`src/rtl/weight_fetch_pkg.sv`:
```
// Shared constants for the weight ROM fetcher: kernel geometry, counter widths and FSM encoding.
package weight_fetch_pkg;

    localparam int unsigned KERNEL_WIDTH = 72;  // 9 weights x 8 bits
    localparam int unsigned NUM_KERNELS  = 12;  // kernels per group
    localparam int unsigned TAG_WIDTH    = 4;   // kernel index within a group
    localparam int unsigned CNT_WIDTH    = 12;  // holds 255 * 12 kernels

    localparam logic [1:0] StIdle  = 2'd0;
    localparam logic [1:0] StFetch = 2'd1;
    localparam logic [1:0] StDrain = 2'd2;
    localparam logic [1:0] StDone  = 2'd3;

endpackage

```
`src/rtl/wfetch_fifo2.sv`:
```
// Two-entry FIFO with a registered head: slot0 is always the oldest entry and drives data_o.
module wfetch_fifo2
    import weight_fetch_pkg::*;
#(
    parameter int unsigned WIDTH = KERNEL_WIDTH
) (
    input  logic             clk,
    input  logic             rstn,
    input  logic             push_i,
    input  logic [WIDTH-1:0] data_i,
    input  logic             pop_i,
    output logic [WIDTH-1:0] data_o,
    output logic [1:0]       count_o,
    output logic             valid_o
);

    logic [WIDTH-1:0] slot0_q, slot0_d;
    logic [WIDTH-1:0] slot1_q, slot1_d;
    logic [1:0]       count_q, count_d;
    logic             do_push, do_pop;

    assign do_pop  = pop_i && (count_q != 2'd0);
    // A push into a full FIFO is only taken when the head leaves in the same cycle.
    assign do_push = push_i && ((count_q != 2'd2) || do_pop);

    // Next-state: shift toward slot0 on pop, fill the first free slot on push.
    always_comb begin
        slot0_d = slot0_q;
        slot1_d = slot1_q;
        count_d = count_q;
        case (count_q)
            2'd0: begin
                if (do_push) begin
                    slot0_d = data_i;
                    count_d = 2'd1;
                end
            end
            2'd1: begin
                if (do_push && do_pop) begin
                    slot0_d = data_i;
                end else if (do_push) begin
                    slot1_d = data_i;
                    count_d = 2'd2;
                end else if (do_pop) begin
                    count_d = 2'd0;
                end
            end
            default: begin
                if (do_pop) begin
                    slot0_d = slot1_q;
                    if (do_push) begin
                        slot1_d = data_i;
                    end else begin
                        count_d = 2'd1;
                    end
                end
            end
        endcase
    end

    // Storage and occupancy registers.
    always_ff @(posedge clk or negedge rstn) begin
        if (!rstn) begin
            slot0_q <= '0;
            slot1_q <= '0;
            count_q <= 2'd0;
        end else begin
            slot0_q <= slot0_d;
            slot1_q <= slot1_d;
            count_q <= count_d;
        end
    end

    assign data_o  = slot0_q;
    assign count_o = count_q;
    assign valid_o = (count_q != 2'd0);

endmodule

```
`src/rtl/weight_rom_fetch.sv`:
```
// Weight ROM fetcher: reads one kernel per ROM word for a layer and streams them out over
// valid/ready with group/layer tags. Optional stall counter under WEIGHT_FETCH_PERF_EN.
module weight_rom_fetch
    import weight_fetch_pkg::*;
#(
    parameter int unsigned ADDR_WIDTH = 14
) (
    input  logic                    clk,
    input  logic                    rstn,
    input  logic                    i_start,
    input  logic [ADDR_WIDTH-1:0]   i_layer_base,
    input  logic [7:0]              i_num_groups,
    output logic                    o_rom_en,
    output logic [ADDR_WIDTH-1:0]   o_rom_addr,
    input  logic [KERNEL_WIDTH-1:0] i_rom_data,
    output logic                    o_kernel_valid,
    input  logic                    i_kernel_ready,
    output logic [KERNEL_WIDTH-1:0] o_kernel_data,
    output logic [TAG_WIDTH-1:0]    o_kernel_idx,
    output logic                    o_group_last,
    output logic                    o_layer_last,
    output logic                    o_busy,
    output logic                    o_done
`ifdef WEIGHT_FETCH_PERF_EN
    ,
    output logic [15:0]             o_stall_cnt
`endif
);

    logic [1:0]            state_q, state_d;
    logic [ADDR_WIDTH-1:0] addr_q, addr_d;
    logic [CNT_WIDTH-1:0]  total_q, total_d;
    logic [CNT_WIDTH-1:0]  issue_cnt_q, issue_cnt_d;
    logic [CNT_WIDTH-1:0]  out_cnt_q, out_cnt_d;
    logic [TAG_WIDTH-1:0]  idx_q, idx_d;
    logic                  inflight_q;

    logic                    start_acc;
    logic                    issue;
    logic                    pop;
    logic [2:0]              occ;
    logic [1:0]              fifo_count;
    logic                    fifo_valid;
    logic [KERNEL_WIDTH-1:0] fifo_data;

    assign start_acc = i_start && (state_q == StIdle);
    assign pop       = fifo_valid && i_kernel_ready;

    // Credit counts the slot freed by a pop this cycle, so a steady stream sustains one
    // read per cycle while occupancy (FIFO + in flight) never exceeds two.
    assign occ   = 3'(fifo_count) + 3'(inflight_q) - 3'(pop);
    assign issue = (state_q == StFetch) && (issue_cnt_q != total_q) && (occ < 3'd2);

    // Next-state for the FSM, address/issue counters and output-side tag counters.
    always_comb begin
        state_d     = state_q;
        addr_d      = addr_q;
        total_d     = total_q;
        issue_cnt_d = issue_cnt_q;
        out_cnt_d   = out_cnt_q;
        idx_d       = idx_q;

        if (issue) begin
            addr_d      = addr_q + 1'b1;
            issue_cnt_d = issue_cnt_q + 1'b1;
        end

        if (pop) begin
            out_cnt_d = out_cnt_q + 1'b1;
            idx_d     = (idx_q == TAG_WIDTH'(NUM_KERNELS - 1)) ? '0 : idx_q + 1'b1;
        end

        if (start_acc) begin
            addr_d      = i_layer_base;
            total_d     = CNT_WIDTH'(i_num_groups) * CNT_WIDTH'(NUM_KERNELS);
            issue_cnt_d = '0;
            out_cnt_d   = '0;
            idx_d       = '0;
        end

        case (state_q)
            StIdle: begin
                if (start_acc) state_d = StFetch;
            end
            StFetch: begin
                if (total_q == '0) begin
                    state_d = StDone;
                end else if (issue && (issue_cnt_d == total_q)) begin
                    state_d = StDrain;
                end
            end
            StDrain: begin
                // Leave as the last entry is handed over so o_done follows it directly.
                if (!inflight_q && ((fifo_count == 2'd0) || ((fifo_count == 2'd1) && pop))) begin
                    state_d = StDone;
                end
            end
            default: state_d = StIdle;
        endcase
    end

    // Control and counter state; a reset drops any read still in flight.
    always_ff @(posedge clk or negedge rstn) begin
        if (!rstn) begin
            state_q     <= StIdle;
            addr_q      <= '0;
            total_q     <= '0;
            issue_cnt_q <= '0;
            out_cnt_q   <= '0;
            idx_q       <= '0;
            inflight_q  <= 1'b0;
        end else begin
            state_q     <= state_d;
            addr_q      <= addr_d;
            total_q     <= total_d;
            issue_cnt_q <= issue_cnt_d;
            out_cnt_q   <= out_cnt_d;
            idx_q       <= idx_d;
            inflight_q  <= issue;
        end
    end

    // ROM word returns one cycle after issue and is pushed straight into the FIFO.
    wfetch_fifo2 #(
        .WIDTH (KERNEL_WIDTH)
    ) u_fifo (
        .clk     (clk),
        .rstn    (rstn),
        .push_i  (inflight_q),
        .data_i  (i_rom_data),
        .pop_i   (pop),
        .data_o  (fifo_data),
        .count_o (fifo_count),
        .valid_o (fifo_valid)
    );

    assign o_rom_en       = issue;
    assign o_rom_addr     = addr_q;
    assign o_kernel_valid = fifo_valid;
    assign o_kernel_data  = fifo_data;
    assign o_kernel_idx   = idx_q;
    assign o_group_last   = fifo_valid && (idx_q == TAG_WIDTH'(NUM_KERNELS - 1));
    assign o_layer_last   = fifo_valid && (out_cnt_q == (total_q - 1'b1));
    assign o_busy         = (state_q == StFetch) || (state_q == StDrain);
    assign o_done         = (state_q == StDone);

`ifdef WEIGHT_FETCH_PERF_EN
    logic [15:0] stall_q;

    // Saturating count of cycles the consumer holds off a valid kernel.
    always_ff @(posedge clk or negedge rstn) begin
        if (!rstn) begin
            stall_q <= '0;
        end else if (start_acc) begin
            stall_q <= '0;
        end else if (fifo_valid && !i_kernel_ready && (stall_q != 16'hFFFF)) begin
            stall_q <= stall_q + 16'd1;
        end
    end

    assign o_stall_cnt = stall_q;
`endif

endmodule

```
`config.mk`:
```
export PLATFORM = sky130hd
export DESIGN_NAME = weight_rom_fetch
export DESIGN_NICKNAME = d
export VERILOG_FILES = /design/src/rtl/weight_fetch_pkg.sv /design/src/rtl/wfetch_fifo2.sv /design/src/rtl/weight_rom_fetch.sv
export SDC_FILE = /design/constraint.sdc
export NUM_CORES = 1
export LEC_CHECK = 0
export ABC_AREA = 0
export CAP_MARGIN = 20
export CORE_AREA = 3 3 182 148
export DETAILED_ROUTE_END_ITERATION = 8
export DIE_AREA = 0 0 185 151
export SLEW_MARGIN = 10
export SYNTH_ARGS = -nofsm -noshare
export SYNTH_HDL_FRONTEND = slang
export SYNTH_SLANG_ARGS = --single-unit
```
`constraint.sdc`:
```
create_clock -name clk -period 3.8 [get_ports clk]
set_input_delay 0.57 -clock clk [delete_from_list [all_inputs] [get_ports clk]]
set_output_delay 0.57 -clock clk [all_outputs]
set_load 0.02 [all_outputs]
```
Yosys cells after proc, flatten, opt, wreduce, memory -nomap -nowiden
Cells that the tools add are included.
Widths: inputs -> output; s select.
{ "word_totals": {"ff_bits": 201, "elab_cells": 94, "inputBits": 98, "output_inout_bits": 96} }
{ "op_classes": {"n_lt_le_gt_ge": 1, "n_addsub": 7, "bitwise": 1, "eq_ne": 17, "n_reduce_logical": 28, "n_mul": 1, "n_mux": 29} }
{ "op_table": {"columns": ["operator", "n"], "rows": [
  ["$mux 72", 6],
  ["$pmux 72 s2", 2],
  ["$mux 12", 4],
  ["$mux 14", 2],
  ["$add 12x1->12 const B", 2],
  ["$eq 12x12->1", 2],
  ["$mux 2", 10],
  ["$add 14x1->14 const B", 1],
  ["$logic_and 1x1->1", 12],
  ["$logic_not 12->1", 1],
  ["$mux 4", 3],
  ["$ne 12x12->1", 1],
  ["$sub 12x1->12 const B", 1],
  ["$mul 8x2->10 const B", 1],
  ["$reduce_and 3->1", 3],
  ["$ne 2x2->1 const B", 4],
  ["$reduce_bool 2->1", 4],
  ["$ne 3x3->1 const B", 2],
  ["$pmux 2 s3", 1],
  ["$reduce_and 5->1", 1],
  ["$add 4x1->4 const B", 1],
  ["$eq 2x1->1 const B", 2],
  ["$eq 2x2->1 const B", 2],
  ["$eq 4x4->1 const B", 1],
  ["11 further kinds", 15]
]} }

Depth between registers and ports, before layout
{ "logic_depth": {"ltp_word": 12, "ltp_mapped": 14} }

Hierarchy
Synthesis repeated with hierarchy kept, for this count alone.
{ "hier_totals": {"hier_cells": 1245, "area_unflattened_um2": 12393.1} }
{ "by_module_without_submodules": {"columns": ["module", "cells_per_inst", "instances", "area_each_um2", "seq_area_each_um2"], "rows": [
  ["wfetch_fifo2", 742, 1, 8186.6, 3653.5],
  ["weight_rom_fetch", 503, 1, 4206.5, 1376.3]
]} }

Worst setup path before layout
OpenSTA, ideal clock, no wires.
{ "synth_timing": {"kind": "input-to-reg", "start": "input i_kernel_ready", "end": "register state_q[0]", "setup_slack_ns": 0.233, "n_path_buf": 1, "t_arrival_ns": 3.440, "setup_ns": 0.128, "cell_stages": 14, "cell_sequence": "clkbuf_1 > nand2_1 > nor2_1 > o21ai_0 > fa_1 > xnor2_4 > and2_1 > nand4_1 > or4_1 > a21oi_1 > nand4b_1 > nor4_2 > o31ai_2 > mux2_1"} }
{ "synth_via": {"elab_chain_len": 10} }
{ "synth_lines": {"columns": ["item", "line", "rtl"], "rows": [
  ["from (decl)", "weight_rom_fetch.sv:17", "input logic i_kernel_ready,"],
  ["$logic_and 1x1->1 *", "weight_rom_fetch.sv:47", "assign pop = fifo_valid && i_kernel_ready;"],
  ["$sub 3x1->3", "weight_rom_fetch.sv:51", "assign occ = 3'(fifo_count) + 3'(inflight_q) - 3'(pop);"],
  ["$lt 3x2->1", "weight_rom_fetch.sv:52", "assign issue = (state_q == StFetch) && (issue_cnt_q != total_q) && (occ < 3'd2);"],
  ["$logic_and 1x1->1", "weight_rom_fetch.sv:52", null],
  ["$mux 12", "weight_rom_fetch.sv:63", "if (issue) begin"],
  ["$mux 12", "weight_rom_fetch.sv:73", "if (start_acc) begin"],
  ["$eq 12x12->1", "weight_rom_fetch.sv:88", "end else if (issue && (issue_cnt_d == total_q)) begin"],
  ["$logic_and 1x1->1", "weight_rom_fetch.sv:88", null],
  ["$ne 3x3->1 (no line)", null, null],
  ["$reduce_and 3->1 (no line) *", null, null],
  ["to (signal assigned)", "weight_rom_fetch.sv:105", "state_q <= StIdle;"],
  ["to (signal assigned)", "weight_rom_fetch.sv:113", "state_q <= state_d;"],
  ["to (decl)", "weight_rom_fetch.sv:30", "logic [1:0] state_q, state_d;"]
]} }
Every way passes the cells marked *; elsewhere a longest branch is shown, timed or not.
A chain may end at the register's enable or synchronous reset.

Worst setup path after layout
{ "layout_timing": {"start": "input i_kernel_ready", "end": "output o_rom_en"} }
{ "layout_via": {"elab_chain_len": 4} }
{ "layout_lines": {"columns": ["item", "line", "rtl"], "rows": [
  ["$logic_and 1x1->1", "weight_rom_fetch.sv:47", null],
  ["$sub 3x1->3", "weight_rom_fetch.sv:51", null],
  ["$lt 3x2->1", "weight_rom_fetch.sv:52", null],
  ["$logic_and 1x1->1", "weight_rom_fetch.sv:52", null],
  ["to (decl)", "weight_rom_fetch.sv:13", "output logic o_rom_en,"]
]} }
No other way between the ends.

==> impl_metrics.py <==
metrics = {
    "outcome": {
        "run_status": "completed",
    },
    "clock_network": {
        "holdBufCountCts": 0,
        "root_buffer": "clkbuf_16",
        "post_cts_buffers": 0,
        "numClockSinks": 201,
        "clk_latency_ns": 0.51,
        "htree_levels": 1,
        "cts_made_buffers": 23,
        "clockBufferDepth": 3,
        "clk_pin_slew_ns": 0.06,
        "tritoncts": "done",
    },
    "final_layout": {
        "nNetsFinal": 1260,
        "utilization_pct": 52.66,
        "fin_cells": 1482,
        "final_cell_mix": "dfrtp_1 (200), clkdlybuf4s50_1 (190), nand2_1 (137), o21ai_0 (97), mux2i_1 (73)",
        "final_common_cell": "dfrtp_1",
        "drive_gt1_share_pct": 14.68,
        "nFillCells": 2296,
        "area_growth_pct": 32.58,
        "antenna_cells": 0,
    },
    "yosys": {
        "synthFlopType": "dfrtp_1",
        "synthDistinctLibCells": 64,
        "syn_area_per_cell_um2": 10.59,
        "ys_warn_count": 0,
        "postSynth.asyncResetShare_pct": 100.0,
        "synth.area.top_cells": "dfrtp_1 (50%), mux2_2 (8.1%), mux2i_1 (7.3%)",
        "synth-edff-count": 0,
        "ys_ff_latch": 201,
        "synth_nets": 1066,
        "syn_area_um2": 10030,
        "ys_seq_area_share_pct": 50.16,
        "syn_inst": 947,
        "yosys.area.top_type_share_pct": 50.16,
        "synth_top_area_cell": "dfrtp_1",
    },
    "routing": {
        "routed_via_density": 5.046,
        "dr.pass1.iters": 4,
        "ant_nets": 0,
        "totalWireLength_um": 24830,
        "drc": 0,
        "wire_per_inst_um": 16.75,
        "vias": 7478,
        "dr.first_iter.drc_count": 447,
    },
    "place": {
        "place_congestion": 0.8988,
        "post-place-ws_ns": -0.2669,
        "dp_cells": 1440,
        "port_buffers": 193,
        "dp_hpwl_um": 17430,
    },
    "worst_setup_path": {
        "critPathCaptureType": "primary output",
        "start_kind": "primary input",
        "crit_fanout": 4,
        "critical_path_class": "in2out",
        "critPathRequiredTime_ns": 3.23,
        "cp.arrival_ns": 3.07,
    },
    "pwr": {
        "vdd_drop_max_mv": 0.3570,
        "fin_total_pwr_mw": 10.42,
        "p_per_area_nw_per_um2": 783.9,
        "p_leak_nw": 5.657,
    },
    "timing": {
        "max_slew_margin_pct": 44.70,
        "setup_ws_ns": 0.1592,
        "worst_pin_slew_ns": 0.8295,
        "period_share_pct": 95.81,
        "hold_viol": 0,
        "rsz0062_at_grt": "no",
        "period_needed_ns": 3.641,
        "skew_ns": 0.02481,
        "max_freq_mhz": 274.7,
        "finalSetupViolCount": 0,
        "setup_tns_ns": 0,
        "finalMaxSlewViolations": 0,
    },
    "global_routing": {
        "top_usage_layer": "met1",
        "met1_usage_pct": 25.96,
        "antenna_found_initial": 1,
        "grt_util_met2_pct": 25.83,
        "grt_pass1_vias": 7340,
        "grt.total_usage_pct": 17.53,
        "grt_pass1_wl_um": 39790,
        "grt_max_degree": 105,
        "met3_usage_pct": 4.826,
        "gr-total-overflow": 0,
    },
    "floorplan": {
        "die_x_um": 185,
        "rows": 52,
        "die_h_um": 151,
        "initial_utilization_pct": 39.72,
        "core-area_um2": 25240,
        "dieArea_um2": 27940,
        "ios": 194,
    },
    "worst_hold_path": {
        "hold_path_class": "in2async",
    },
    "run": {
        "max-cap-violations": 0,
    },
}
-- what timing repair did --
item                       4_1_cts  5_1_grt
setup endpoints to repair        2        4
pin swaps                        0        0
cloned                           0        0
gates resized for setup          4        2
-- layout make-up --
cell class                 instances  area (um2)  area share (%)
sequential                       201        5034           37.86
multi-input combinational        663        4679           35.20
timing repair buffer             227        2226           16.74
clock buffer                      31       685.7           5.158
tap                              324       405.4           3.049
clock inverter                    11       170.2           1.280
inverter                          25       93.84          0.7059
-- per-stage QoR --
stage / hold WS (ns) / area [um2]
after global placement: 0.4600 / 12420
after floorplan: 0.2744 / 10030
after detailed placement: 0.4694 / 12420
after global routing: 0.2149 / 13290
after CTS: 0.1918 / 13290
final: 0.1589 / 13290
-- layer usage --
| layer | vias to the layer above | routed length [um] |
|---|---|---|
| li1 | 3681 | - |
| met1 | 3599 | 12220 |
| met2 | 168 | 10540 |
| met3 | 28 | 1593 |
| met4 | 2 | 464 |
| met5 | - | 13 |
-- worst max-delay path, stage by stage --
cell             delay (ns)
clkdlybuf4s50_1        0.50
nand2_1                0.08
nor2_1                 0.14
o21ai_0                0.14
fa_2                   0.42
xnor2_4                0.18
and2_1                 0.25
buf_4                  0.14
nand3_1                0.18
inv_2                  0.12
dlygate4sd2_1          0.35
-- cell usage after synthesis, drive strengths merged, types with 6 or more instances --
cell and instances:
nor4 7, inv 25, mux2 74, ha 19, and3 13, nand3 22, nand2 138, mux2i 73
xor2 30, and4 6, dfrtp 201, nand4 10, clkbuf 38, nor2 38, a21oi 21, xnor2 34
buf 20, o21ai 106, nor3 7
-- sequential cells by signal (all words and copies together), names as in the netlist --
| signal | count |
|---|---|
| state_q | 2 |
| total_q | 10 |
| issue_cnt_q | 12 |
| u_fifo.count_o | 2 |
| u_fifo.data_o | 72 |
| inflight_q | 1 |
| o_kernel_idx | 4 |
| o_rom_addr | 14 |
| out_cnt_q | 12 |
| u_fifo.slot1_q | 72 |
-- cell families after synthesis --
| group | after synthesis | synth area share, % |
|---|---|---|
| mux | 147 | 15.60 |
| fa+ha+maj | 21 | 2.770 |
| compound gates | 167 | 9.571 |
| flops | 201 | 50.16 |
| simple gates | 264 | 12.23 |
| xor+xnor | 64 | 6.077 |
| buf+inv | 83 | 3.594 |
-- report_power, final --
group          switching (mW)  leakage [nW]  internal (mW)
combinational            2.29          2.71           2.04
clock                   0.914         0.414           1.54
sequential              0.586          2.53           3.05
total                    3.79          5.66           6.63
-- path summary, 6_finish.rpt --
path	startpoint	to	slack (ns)	cells past startpoint
worst max-delay path	i_kernel_ready	o_rom_en	0.16	11
worst min-delay path	rstn	o_rom_addr[11]	0.16	1
worst max register to register	u_fifo.count_o[1]	state_q[0]	0.34	13
min in group clk	u_fifo.data_o[7]	u_fifo.data_o[7]	0.48	2
max in group asynchronous	rstn	u_fifo.data_o[57]	2.75	2
worst min register to register	u_fifo.data_o[7]	u_fifo.data_o[7]	0.48	2
No activity file was read; power rests on OpenSTA's default activity.
